===== src/rtl/trig_sched.sv =====
// trig_sched: trigger scheduler in front of the URAM event buffer.
// Accepts a trigger when running, idle and the event buffer has room,
// presents {1'b0, trig_time} plus its event number as one AXI4-Stream beat,
// then enforces HOLDOFF cycles of dead time before the next trigger.
// Optional feature: define TRIG_SCHED_DROP_COUNT_EN to build the rejected
// trigger counter; without it drop_count_o is tied to zero.
module trig_sched #(
    parameter int unsigned NBUF    = 4,
    parameter int unsigned HOLDOFF = 16
) (
    input  logic        aclk_i,
    input  logic        aresetn_i,
    input  logic        run_i,
    input  logic        clr_i,
    input  logic [14:0] trig_time_i,
    input  logic        trig_valid_i,
    output logic [15:0] m_axis_tdata,
    output logic        m_axis_tvalid,
    input  logic        m_axis_tready,
    output logic [15:0] evt_num_o,
    input  logic        done_i,
    output logic [3:0]  occupancy_o,
    output logic [15:0] drop_count_o,
    output logic        busy_o,
    output logic        err_o
);

    localparam logic [1:0] ST_IDLE  = 2'd0;
    localparam logic [1:0] ST_ISSUE = 2'd1;
    localparam logic [1:0] ST_HOLD  = 2'd2;

    localparam logic [3:0] NBUF_C      = 4'(NBUF);
    localparam logic [7:0] HOLDOFF_C   = 8'(HOLDOFF);
    localparam logic [7:0] HOLD_LOAD_C = (HOLDOFF == 0) ? 8'd0 : 8'(HOLDOFF - 1);

    logic [1:0]  rst_sync_r;
    logic        rst_n_s;
    logic [1:0]  state_r;
    logic [1:0]  state_nxt_s;
    logic [7:0]  hold_cnt_r;
    logic [15:0] tdata_r;
    logic        tvalid_r;
    logic [15:0] evt_num_r;
    logic [15:0] evt_cnt_r;
    logic [3:0]  occ_r;
    logic        err_r;
    logic        busy_r;
    logic        accept_s;
    logic        hs_s;
    logic        drop_s;

    // Reset bridge: assert asynchronously, release two edges after aresetn_i rises.
    always_ff @(posedge aclk_i or negedge aresetn_i) begin
        if (!aresetn_i) begin
            rst_sync_r <= 2'b00;
        end else begin
            rst_sync_r <= {rst_sync_r[0], 1'b1};
        end
    end

    assign rst_n_s = rst_sync_r[1];

    // Accept, handshake and reject decode; accept sees registered occupancy only.
    always_comb begin
        accept_s = trig_valid_i & run_i & (state_r == ST_IDLE) & (occ_r < NBUF_C);
        hs_s     = tvalid_r & m_axis_tready;
        drop_s   = trig_valid_i & ~accept_s;
    end

    // Next-state logic for the IDLE -> ISSUE -> HOLD -> IDLE sequence.
    always_comb begin
        state_nxt_s = state_r;
        case (state_r)
            ST_IDLE: begin
                if (accept_s) begin
                    state_nxt_s = ST_ISSUE;
                end else begin
                    state_nxt_s = ST_IDLE;
                end
            end
            ST_ISSUE: begin
                if (hs_s) begin
                    state_nxt_s = (HOLDOFF_C == 8'd0) ? ST_IDLE : ST_HOLD;
                end else begin
                    state_nxt_s = ST_ISSUE;
                end
            end
            ST_HOLD: begin
                if (hold_cnt_r == 8'd0) begin
                    state_nxt_s = ST_IDLE;
                end else begin
                    state_nxt_s = ST_HOLD;
                end
            end
            default: begin
                state_nxt_s = ST_IDLE;
            end
        endcase
    end

    // State register and dead-time counter; clr_i deliberately leaves both alone.
    always_ff @(posedge aclk_i or negedge rst_n_s) begin
        if (!rst_n_s) begin
            state_r    <= ST_IDLE;
            hold_cnt_r <= 8'd0;
        end else begin
            state_r <= state_nxt_s;
            if ((state_r == ST_ISSUE) && hs_s) begin
                hold_cnt_r <= HOLD_LOAD_C;
            end else if ((state_r == ST_HOLD) && (hold_cnt_r != 8'd0)) begin
                hold_cnt_r <= hold_cnt_r - 8'd1;
            end else begin
                hold_cnt_r <= hold_cnt_r;
            end
        end
    end

    // Output beat: latched on accept, held until the handshake retires it.
    always_ff @(posedge aclk_i or negedge rst_n_s) begin
        if (!rst_n_s) begin
            tvalid_r  <= 1'b0;
            tdata_r   <= 16'd0;
            evt_num_r <= 16'd0;
        end else if (accept_s) begin
            tvalid_r  <= 1'b1;
            tdata_r   <= {1'b0, trig_time_i};
            evt_num_r <= evt_cnt_r;
        end else if (hs_s) begin
            tvalid_r  <= 1'b0;
        end else begin
            tvalid_r  <= tvalid_r;
        end
    end

    // Event counter: advances on each handshake, wraps at 16 bits, clear wins.
    always_ff @(posedge aclk_i or negedge rst_n_s) begin
        if (!rst_n_s) begin
            evt_cnt_r <= 16'd0;
        end else if (clr_i) begin
            evt_cnt_r <= 16'd0;
        end else if (hs_s) begin
            evt_cnt_r <= evt_cnt_r + 16'd1;
        end else begin
            evt_cnt_r <= evt_cnt_r;
        end
    end

    // Outstanding events: +1 per issued beat, -1 per completed readout, floor at 0.
    always_ff @(posedge aclk_i or negedge rst_n_s) begin
        if (!rst_n_s) begin
            occ_r <= 4'd0;
        end else begin
            case ({hs_s, done_i})
                2'b10: occ_r <= occ_r + 4'd1;
                2'b01: occ_r <= (occ_r != 4'd0) ? (occ_r - 4'd1) : 4'd0;
                default: occ_r <= occ_r;
            endcase
        end
    end

    // Sticky underflow flag: a completion with nothing outstanding.
    always_ff @(posedge aclk_i or negedge rst_n_s) begin
        if (!rst_n_s) begin
            err_r <= 1'b0;
        end else if (clr_i) begin
            err_r <= 1'b0;
        end else if (done_i && !hs_s && (occ_r == 4'd0)) begin
            err_r <= 1'b1;
        end else begin
            err_r <= err_r;
        end
    end

    // Busy is registered from the next state so it tracks state_r exactly.
    always_ff @(posedge aclk_i or negedge rst_n_s) begin
        if (!rst_n_s) begin
            busy_r <= 1'b0;
        end else begin
            busy_r <= (state_nxt_s != ST_IDLE);
        end
    end

`ifdef TRIG_SCHED_DROP_COUNT_EN
    logic [15:0] drop_cnt_r;

    // Rejected-trigger counter, saturating at 0xFFFF; clear wins over increment.
    always_ff @(posedge aclk_i or negedge rst_n_s) begin
        if (!rst_n_s) begin
            drop_cnt_r <= 16'd0;
        end else if (clr_i) begin
            drop_cnt_r <= 16'd0;
        end else if (drop_s && (drop_cnt_r != 16'hFFFF)) begin
            drop_cnt_r <= drop_cnt_r + 16'd1;
        end else begin
            drop_cnt_r <= drop_cnt_r;
        end
    end

    assign drop_count_o = drop_cnt_r;
`else
    logic unused_drop_s;
    assign unused_drop_s = drop_s;
    assign drop_count_o  = 16'd0;
`endif

    assign m_axis_tdata  = tdata_r;
    assign m_axis_tvalid = tvalid_r;
    assign evt_num_o     = evt_num_r;
    assign occupancy_o   = occ_r;
    assign busy_o        = busy_r;
    assign err_o         = err_r;

endmodule

===== config.mk =====
export PLATFORM = sky130hd
export DESIGN_NAME = trig_sched
export DESIGN_NICKNAME = d
export VERILOG_FILES = /design/src/rtl/trig_sched.sv
export SDC_FILE = /design/constraint.sdc
export NUM_CORES = 1
export LEC_CHECK = 0
export CORE_UTILIZATION = 44
export DETAILED_ROUTE_END_ITERATION = 7
export PLACE_DENSITY = 0.87
export RECOVER_POWER = 25
export SETUP_SLACK_MARGIN = 0.2
export SLEW_MARGIN = 40
export SYNTH_ARGS = -nofsm -noshare
export SYNTH_HDL_FRONTEND = slang
export SYNTH_SLANG_ARGS = --single-unit

===== constraint.sdc =====
create_clock -name aclk_i -period 1.85 [get_ports aclk_i]
set_input_delay 0.2775 -clock aclk_i [delete_from_list [all_inputs] [get_ports aclk_i]]
set_output_delay 0.2775 -clock aclk_i [all_outputs]
set_load 0.03 [all_outputs]

==> results.py, run 1 <==
metrics = {
    "power_and_ir_drop": {
        "peakVddDrop_mv": 0.798,
        "power_w": 0.00510,
        "powerDensity_nw_per_um2": 1250,
        "cellLeakagePower_nw": 2.09,
    },
    "routing": {
        "wl_mm": 5.97,
        "first_pass_iters": 4,
        "avgRoutedWirePerCell_microns": 14.0,
        "ant_nets": 0,
        "via_per_inst": 5.27,
        "vias": 2252,
        "drtIter0Drc": 40,
        "drc": 0,
    },
    "floorplan": {
        "die_x_microns": 85.1,
        "start_util": 0.468,
        "std_cell_rows": 29,
        "die_h_microns": 85.1,
        "dieArea_sq_um": 7240,
        "ios": 77,
        "core_area_sq_um": 6490,
    },
    "worst_setup_path": {
        "critPathCaptureType": "register",
        "cpPeakStageDelay_ps": 460,
        "critical_path.slowest_cell": "or4b_4",
        "cp.buffers_inverters": 1,
        "cp_top_family": "simple AND/OR/NAND/NOR gates",
        "reg2reg_slack_ps": 180,
        "worstPathArrival_ps": 1900,
        "critPathLaunchType": "register",
        "crit_chain": "and2_4 > inv_4 > ha_4 > or4b_4 > a21o_1 > a22o_1",
        "worstRegToRegCells": 6,
        "critPathKind": "register to register",
        "r2r_start": "m_axis_tvalid",
        "critical_path.max_fanout": 5,
        "required_ps": 2080,
        "timing.rr.end": "occupancy_o[3]",
    },
    "yosys": {
        "synth_area_leaders": "dfrtp_1, mux2_2, buf_4",
        "synthArstFlopShare": 1.00,
        "synth_edf_count": 0,
        "synth_top_area_cell": "dfrtp_1",
        "yosysUniqueCellTypes": 46,
        "synth-seq-cells": 66,
        "netlist_area_sq_um": 3040,
        "yosys_most_used_dff": "dfrtp_1",
        "yosysWarnings": 0,
        "avgSynthCellArea_sq_um": 11.4,
        "synth-seq-area-share": 0.543,
        "synth_top_area_share": 0.543,
        "synthCells": 266,
    },
    "sta": {
        "min_period_over_period": 0.905,
        "hold_viol_final": 0,
        "maxSlewViolCount": 0,
        "timing.fmax_mhz": 597,
        "tightestPinTransition_ps": 1050,
        "period_needed_ps": 1670,
        "finalSetupTns_ps": 0,
        "slew_headroom": 0.302,
        "setup_violations": 0,
        "clock_skew_ps": 5.91,
        "rsz0062_at_grt": "true",
    },
    "layout": {
        "syn_to_final_growth_pct": 34.0,
        "fillers": 530,
        "seqCellArea_sq_um": 1660,
        "nNetsFinal": 373,
        "final_core_util": 0.627,
        "insertedDiodeCount": 0,
        "multi_input_area_sq_um": 1320,
        "drive_above_1_share": 0.231,
    },
    "cts": {
        "cts.sinks": 66,
        "clk_latency_ps": 340,
        "clk_pin_slew_ps": 70,
        "h-tree-depth": 3,
        "ctsLongestPathBuffers": 2,
        "cts_tree": "done",
        "clock-root-buffer": "clkbuf_8",
        "cts_hold_buf": 0,
        "cts_inserted_buffers": 9,
    },
    "place": {
        "dpl.hpwl_mm": 4.16,
        "port_buffers": 59,
        "globalplace.congestion": 0.895,
    },
    "global_route": {
        "grt_overflow": 0,
        "grt_pass1_wl_mm": 10.2,
        "grt_pass1_vias": 2289,
        "antenna_found_initial": 0,
        "grt_max_degree": 35,
        "grt.total_usage": 0.184,
    },
    "status": {
        "status": "completed",
    },
    "min_path": {
        "hold_class": "input pin to async pin",
    },
    "flow_run": {
        "maxCapViolCount": 0,
    },
}
## timing repair
| item | 4_1_cts | 5_1_grt |
|---|---|---|
| pin swaps | 0 | 2 |
| setup buffers | 0 | 1 |
| setup endpoints to repair | 22 | 57 |
| resized for setup | 22 | 33 |
| endpoints found under the hold margin | 0 | 0 |
## metrics by stage
stage          cell area (sq um)  instances  setup WS [ps]  hold WS (ps)
2_1_floorplan               3100        282           -162         -18.1
5_1_grt                     4070        427           99.3           155
4_1_cts                     3960        426           67.4          85.3
6_report                    4070        427            175           163
3_5_place_dp                3770        410           -210           282
3_3_place_gp                3770        410           -141           281
## cell usage after synthesis, types with 2 or more instances
| cell | number |
|---|---|
| a211oi_1 | 3 |
| a21o_1 | 2 |
| a21oi_1 | 14 |
| a31o_1 | 2 |
| a31oi_1 | 3 |
| and3_1 | 2 |
| buf_2 | 4 |
| buf_4 | 17 |
| clkbuf_1 | 3 |
| conb_1 | 2 |
| dfrtp_1 | 66 |
| ha_1 | 6 |
| inv_1 | 10 |
| mux2_1 | 2 |
| mux2_2 | 28 |
| mux2i_1 | 2 |
| nand2_1 | 12 |
| nand2b_1 | 5 |
| nand3_1 | 5 |
| nand3b_1 | 2 |
| nand4_1 | 4 |
| nand4b_1 | 2 |
| nor2_1 | 25 |
| nor3_1 | 7 |
| nor4_1 | 2 |
| o21ai_0 | 5 |
| or3_1 | 2 |
| xnor2_1 | 7 |
| xor2_1 | 5 |
## cells in the final DEF (no fill, tap or decap), types with 3 or more instances in the layout
cell type / n
dlymetal6s2s_1: 16
nor2_1: 24
nand2_1: 12
mux2_2: 28
nor4_2: 3
dfrtp_1: 61
xor2_1: 5
conb_1: 18
inv_1: 10
clkdlybuf4s50_1: 22
buf_4: 14
nor3_1: 6
dfrtp_2: 5
dlygate4sd2_1: 20
nand2b_1: 5
o21ai_0: 5
a211oi_1: 3
ha_1: 4
clkbuf_8: 11
a21oi_1: 12
clkinv_2: 3
a31oi_1: 3
nand3_1: 5
nand4_1: 4
xnor2_1: 7
## power breakdown
group	switching, W	internal [W]	leakage (nW)
sequential	0.000298	0.00178	0.847
combinational	0.00102	0.000776	1.14
clock	0.000535	0.000688	0.105
## state kept, by name (all words and copies together) (netlist names)
| signal | count |
|---|---|
| evt_cnt_r | 16 |
| state_r | 2 |
| busy_o | 1 |
| occupancy_o | 4 |
| hold_cnt_r | 8 |
| rst_sync_r | 2 |
| err_o | 1 |
| evt_num_o | 16 |
| m_axis_tvalid | 1 |
| m_axis_tdata | 15 |
## worst max path at each step
stage	slack [ps]	startpoint	endpoint	cells past startpoint
floorplan	-160	m_axis_tvalid	occupancy_o[3]	7
global placement	-140	m_axis_tready	occupancy_o[3]	7
detailed placement	-210	m_axis_tready	occupancy_o[3]	7
CTS	70	m_axis_tvalid	occupancy_o[3]	6
global route	100	hold_cnt_r[0]	hold_cnt_r[2]	6
finish	180	m_axis_tvalid	occupancy_o[3]	6
## layout make-up
type,instances,area share
Sequential cell,66,0.407
Multi-Input combinational cell,181,0.323
Timing Repair Buffer,76,0.185
Clock buffer,11,0.0372
Tap cell,77,0.0237
Clock inverter,5,0.0129
Inverter,11,0.0108
## cell families after synthesis
family | after synthesis | share of synthesized area
xor+xnor | 12 | 0.0346
compound gates | 34 | 0.0688
mux | 32 | 0.118
flops | 66 | 0.543
simple gates | 79 | 0.142
fa+ha+maj | 6 | 0.0247
other cells | 2 | 0.00247
buf+inv | 35 | 0.0659
## routing by layer
layer	track usage	wire, microns	part of all wire
met5	0	0	0
met4	0.0755	110	0.018
met3	0.0564	425	0.071
met2	0.309	2960	0.50
met1	0.220	2470	0.41
## worst reg2reg max path: stages, from the launching register on
cell and delay (ps):
dfrtp_2 430, and2_4 160, inv_4 60, ha_4 120, or4b_4 460, a21o_1 170, a22o_1 170
No activity file was read; power rests on OpenSTA's default activity.
==> run 2: changes to the inputs <==
- ABC_AREA: not set -> 1
- CORE_UTILIZATION: 44 -> 46
- PLACE_DENSITY: 0.87 -> 0.88
==> run 2 against run 1 <==
- clock skew up 2.7 ps
- die area up 6.7%
- clock power up 9%
- sequential power down 5%
- hold slack worse by 6.8 ps
- synthesized cell count up 47%
- first-iteration DRC count rose to 3.1 times the previous value
- clock-buffer cell count down 1
- worst setup slack better by 190 ps
- via count up 21%
- cell count up 30%
- critical path type is now register to output port
- largest cell class unchanged
- largest power group unchanged
- highest routed layer unchanged
==> results.py, run 2 <==
metrics = {
    "status": {
        "status": "completed",
    },
    "yosys": {
        "synthCells": 390,
        "avgSynthCellArea_sq_um": 8.70,
        "synth_top_area_share": 0.487,
        "synth_area_leaders": "dfrtp_1, nand2_1, inv_1",
        "netlist_area_sq_um": 3390,
        "synth_commonest_cells": "nand2_1, dfrtp_1, inv_1, nor2_1, o21ai_2",
        "synth_top_area_cell": "dfrtp_1",
        "synth-seq-cells": 66,
        "yosysWarnings": 0,
        "synthArstFlopShare": 1.00,
        "synth_most_common_cell": "nand2_1",
        "yosysUniqueCellTypes": 32,
        "synth_edf_count": 0,
        "synth-seq-area-share": 0.487,
        "yosys_most_used_dff": "dfrtp_1",
    },
    "cts": {
        "cts_inserted_buffers": 9,
        "ctsLongestPathBuffers": 2,
        "cts.sinks": 66,
        "cts_tree": "done",
        "clk_pin_slew_ps": 70,
        "postCtsSetupBuffers": 0,
        "cts_hold_buf": 0,
        "clk_latency_ps": 350,
        "h-tree-depth": 3,
        "cts_resized": 38,
        "clock-root-buffer": "clkbuf_8",
    },
    "floorplan": {
        "std_cell_rows": 30,
        "core_area_sq_um": 6940,
        "dieArea_sq_um": 7730,
        "die_x_microns": 87.9,
        "ios": 77,
        "die_h_microns": 87.9,
        "start_util": 0.489,
    },
    "place": {
        "globalplace.congestion": 0.846,
        "port_buffers": 59,
        "dpl.hpwl_mm": 4.80,
        "numPlacedInstances": 541,
    },
    "worst_setup_path": {
        "cp_top_family": "flip-flops",
        "critPathLaunch": "occupancy_o[3]",
        "required_ps": 1570,
        "reg2reg_slack_ps": 430,
        "worstRegToRegCells": 8,
        "timing.rr.end": "hold_cnt_r[2]",
        "worstPathArrival_ps": 1200,
        "r2r_start": "hold_cnt_r[0]",
        "cp-endpoint": "occupancy_o[3]",
        "cp.buffers_inverters": 1,
        "cpPeakStageDelay_ps": 440,
        "cp.depth": 1,
        "critPathKind": "register to output port",
        "critical_path.max_fanout": 5,
        "crit_chain": "dlygate4sd2_1",
        "critPathLaunchType": "register",
        "critPathCaptureType": "output port",
        "critical_path.slowest_cell": "dfrtp_1",
    },
    "routing": {
        "avgRoutedWirePerCell_microns": 12.1,
        "first_pass_iters": 4,
        "ant_nets": 0,
        "drtIter0Drc": 125,
        "wl_mm": 6.75,
        "via_per_inst": 4.90,
        "drc": 0,
        "vias": 2729,
    },
    "sta": {
        "setup_violations": 0,
        "period_needed_ps": 1480,
        "clock_skew_ps": 8.66,
        "hold_viol_final": 0,
        "maxSlewViolCount": 0,
        "rsz0062_at_grt": "false",
        "min_period_over_period": 0.801,
        "tightestPinTransition_ps": 869,
        "slew_headroom": 0.421,
        "timing.fmax_mhz": 675,
        "finalSetupTns_ps": 0,
        "holdWs_ps": 156,
    },
    "global_route": {
        "grt_pass1_wl_mm": 11.4,
        "gr-usage-met1": 0.223,
        "grt.total_usage": 0.193,
        "met3_usage": 0.0594,
        "grt_pass1_vias": 2651,
        "antenna_found_initial": 0,
        "grt_overflow": 0,
        "grtUsageMet2": 0.333,
        "grt_max_degree": 65,
        "grt_most_used_layer": "met2",
    },
    "layout": {
        "nNetsFinal": 484,
        "multi_input_area_sq_um": 1350,
        "layoutNonFillerInstCount": 557,
        "final_common_cell": "nand2_1",
        "final_core_util": 0.602,
        "layout_common_cells": "nand2_1, dfrtp_1, inv_1",
        "seqCellArea_sq_um": 1650,
        "fillers": 580,
        "drive_above_1_share": 0.143,
        "syn_to_final_growth_pct": 23.1,
        "insertedDiodeCount": 0,
    },
    "power_and_ir_drop": {
        "cellLeakagePower_nw": 2.17,
        "powerDensity_nw_per_um2": 1250,
        "peakVddDrop_mv": 0.673,
    },
    "min_path": {
        "hold_class": "input pin to async pin",
    },
    "flow_run": {
        "maxCapViolCount": 0,
    },
}
[run 2: changes by cell type after synthesis, sizes merged, moves of 6 or more]
cell,delta
o21ai,+43
xnor2,-6
inv,+51
mux2,-30
nand2,+77
nand3,+16
nor2,+10
[run 2: worst min path at each step]
stage	startpoint	to	slack, ps	cells after the start
2_1_floorplan	aresetn_i	rst_sync_r[0]	-20	0
6_report	aresetn_i	rst_sync_r[0]	160	1
4_1_cts	aresetn_i	rst_sync_r[0]	70	1
3_3_place_gp	rst_sync_r[1]	m_axis_tdata[11]	290	1
3_5_place_dp	rst_sync_r[1]	m_axis_tdata[11]	290	1
5_1_grt	aresetn_i	rst_sync_r[0]	140	1
[run 2: logic make-up after synthesis]
kind of cell    count (synthesis)  synth area share
compound gates                 65             0.130
flops                          66             0.487
buf+inv                        88             0.132
other cells                     2           0.00221
xor+xnor                        3           0.00774
fa+ha+maj                       6            0.0221
simple gates                  160             0.219
[run 2: metrics by stage]
stage / total power [W] / cell area [sq um] / setup WS [ps]
floorplan: 0.00344 / 3460 / 221
global placement: 0.00402 / 4020 / 116
detailed placement: 0.00410 / 4020 / 40.7
CTS: 0.00529 / 4190 / 353
global route: 0.00556 / 4180 / 303
finish: 0.00523 / 4180 / 368
[run 2: worst register-to-register path, stage by stage, from the launching register on]
cell and delay, ps:
dfrtp_1 340, inv_1 90, ha_1 220, nand3_1 110, nor2_1 70, nor2_2 240, nand2_1 90, nand2_1 70
nand3_1 60
[run 2: final cells by class]
class / count / share of cell area
clock inverter: 6 / 0.0219
timing repair buffer: 65 / 0.144
multi-input combinational: 252 / 0.324
inverter: 62 / 0.0557
sequential: 66 / 0.396
tap: 96 / 0.0287
clock buffer: 10 / 0.0305
[run 2: power breakdown]
| group | total, W | switching (W) | internal, W |
|---|---|---|---|
| logic | 0.00194 | 0.00129 | 0.000647 |
| clock network | 0.00133 | 0.000566 | 0.000760 |
| registers | 0.00197 | 0.000210 | 0.00176 |
[run 2: per-layer routing]
layer / routed length (microns) / part of all wire
met4: 89 / 0.013
met2: 3370 / 0.50
met5: 0 / 0
met3: 426 / 0.063
met1: 2870 / 0.42
==> run 3: changes to the inputs <==
- CORE_UTILIZATION: 46 -> 50
- PLACE_DENSITY: 0.88 -> 0.91
- clock period: 1.85 -> 1.4 ns (I/O delays scaled with it)
==> run 3 against run 2 <==
- the flow now finishes with violations (design-rule violations, negative setup slack)
- wire length up 55%
- flip-flop and latch count stayed put
- largest power group is now combinational cells
- register-to-register slack worse by 480 ps
- largest cell class is now multi-input gates
- highest routed layer unchanged
- critical endpoint is now m_axis_tdata[6]
- clock-buffer cell count grew 2
==> results.py, run 3 (synthesis gave the netlist of run 2 again) <==
metrics = {
    "layout": {
        "layoutNonFillerInstCount": 591,
        "layout_common_cells": "dfrtp_1, inv_1, nand2_1",
        "nNetsFinal": 537,
        "syn_to_final_growth_pct": 53.7,
        "final_common_cell": "dfrtp_1",
        "fillers": 344,
        "seqCellArea_sq_um": 1660,
        "multi_input_area_sq_um": 1900,
        "drive_above_1_share": 0.510,
        "insertedDiodeCount": 0,
    },
    "global_route": {
        "grt.total_usage": 0.269,
        "antenna_found_initial": 0,
        "grt_max_degree": 36,
        "grt_pass1_vias": 3121,
        "grt_pass1_wl_mm": 15.0,
        "grt_overflow": 0,
    },
    "routing": {
        "avgRoutedWirePerCell_microns": 17.7,
        "vias": 3193,
        "ant_nets": 0,
        "drtIter0Drc": 314,
        "wl_mm": 10.5,
        "drc": 9,
        "via_per_inst": 5.40,
        "first_pass_iters": 7,
    },
    "worst_setup_path": {
        "cp.buffers_inverters": 3,
        "critPathCaptureType": "register",
        "cpPeakStageDelay_ps": 400,
        "critPathKind": "register to register",
        "critical_path.max_fanout": 8,
        "critPathLaunchType": "register",
        "worstPathArrival_ps": 1710,
        "cp_top_family": "buffers and inverters",
        "crit_chain": "inv_2 > nand2_2 > nor2_4 > nand3_4 > buf_4 > buf_16 > o21ai_2",
        "critical_path.slowest_cell": "dfrtp_1",
        "required_ps": 1660,
    },
    "place": {
        "dpl.hpwl_mm": 4.85,
        "globalplace.congestion": 0.916,
        "port_buffers": 59,
        "numPlacedInstances": 531,
    },
    "cts": {
        "h-tree-depth": 3,
        "cts_tree": "done",
        "clk_pin_slew_ps": 80,
        "cts_inserted_buffers": 9,
        "clock-root-buffer": "clkbuf_8",
        "cts.sinks": 66,
        "clk_latency_ps": 340,
        "ctsLongestPathBuffers": 2,
        "cts_hold_buf": 0,
    },
    "sta": {
        "setup_violations": 35,
        "finalSetupTns_ps": -862,
        "setup_slack_ps": -54.0,
        "holdWs_ps": 89.3,
        "hold_viol_final": 0,
        "clock_skew_ps": 6.33,
        "period_needed_ps": 1450,
        "maxSlewViolCount": 0,
        "rsz0062_at_grt": "true",
        "min_period_over_period": 1.04,
        "timing.fmax_mhz": 688,
    },
    "floorplan": {
        "core_area_sq_um": 6460,
        "die_x_microns": 84.4,
        "std_cell_rows": 29,
        "die_h_microns": 84.4,
        "start_util": 0.526,
        "ios": 77,
        "dieArea_sq_um": 7120,
    },
    "power_and_ir_drop": {
        "power_w": 0.00899,
        "cellLeakagePower_nw": 2.58,
        "powerDensity_nw_per_um2": 1720,
        "peakVddDrop_mv": 1.34,
    },
    "flow_run": {
        "maxCapViolCount": 0,
    },
    "min_path": {
        "hold_class": "input pin to async pin",
    },
    "status": {
        "violations": "design-rule violations, negative setup slack",
        "status": "finished with violations",
    },
}
run 3: layout make-up:
class	instances	share of cell area
multi-input cells	252	0.364
flip-flops and latches	66	0.319
repair buffers	118	0.205
inverters	62	0.0475
clock buffers	12	0.0317
well taps	77	0.0185
clock inverters	4	0.0139
run 3: metal layers:
metal | share of wire | global-route usage | wire length, microns
met1 | 0.37 | 0.310 | 3930
met2 | 0.53 | 0.495 | 5570
met3 | 0.052 | 0.0482 | 543
met4 | 0.041 | 0.112 | 431
met5 | 0 | 0 | 0
run 3: worst paths after layout:
kind / cells past startpoint / slack (ps) / start / to
setup / recovery: 7 / -50 / state_r[0] / m_axis_tdata[6]
hold / removal: 1 / 90 / aresetn_i / rst_sync_r[0]
setup reg to reg: 7 / -50 / state_r[0] / m_axis_tdata[6]
hold reg to reg: 0 / 200 / rst_sync_r[1] / evt_num_o[6]
max in group asynchronous: 1 / 620 / rst_sync_r[1] / hold_cnt_r[5]
min in group aclk_i: 2 / 270 / m_axis_tready / m_axis_tvalid
run 3: worst register-to-register path, stage by stage, from the launching register on:
cell     delay, ps
dfrtp_1        400
inv_2          100
nand2_2         90
nor2_4         140
nand3_4        150
buf_4          200
buf_16         140
o21ai_2        140
run 3: repair_timing:
item	4_1_cts	5_1_grt
gates resized for setup	288	95
cloned	5	1
setup endpoints to repair	97	72
setup buffers	21	17
pin swaps	18	18
endpoints found under the hold margin	0	0
run 3: power breakdown:
group,total [W],switching (W),leakage (nW),internal (W)
logic,0.00434,0.00250,1.60,0.00183
registers,0.00274,0.000406,0.861,0.00234
clock network,0.00191,0.000766,0.119,0.00115
run 3: stage by stage:
step                area, sq um   util  setup WS, ps
detailed placement         4090  0.633          -180
finish                     5220  0.808         -54.0
CTS                        4750  0.736          28.7
global route               5220  0.808         -89.5
global placement           4090  0.633          -151
floorplan                  3490      -         -21.6
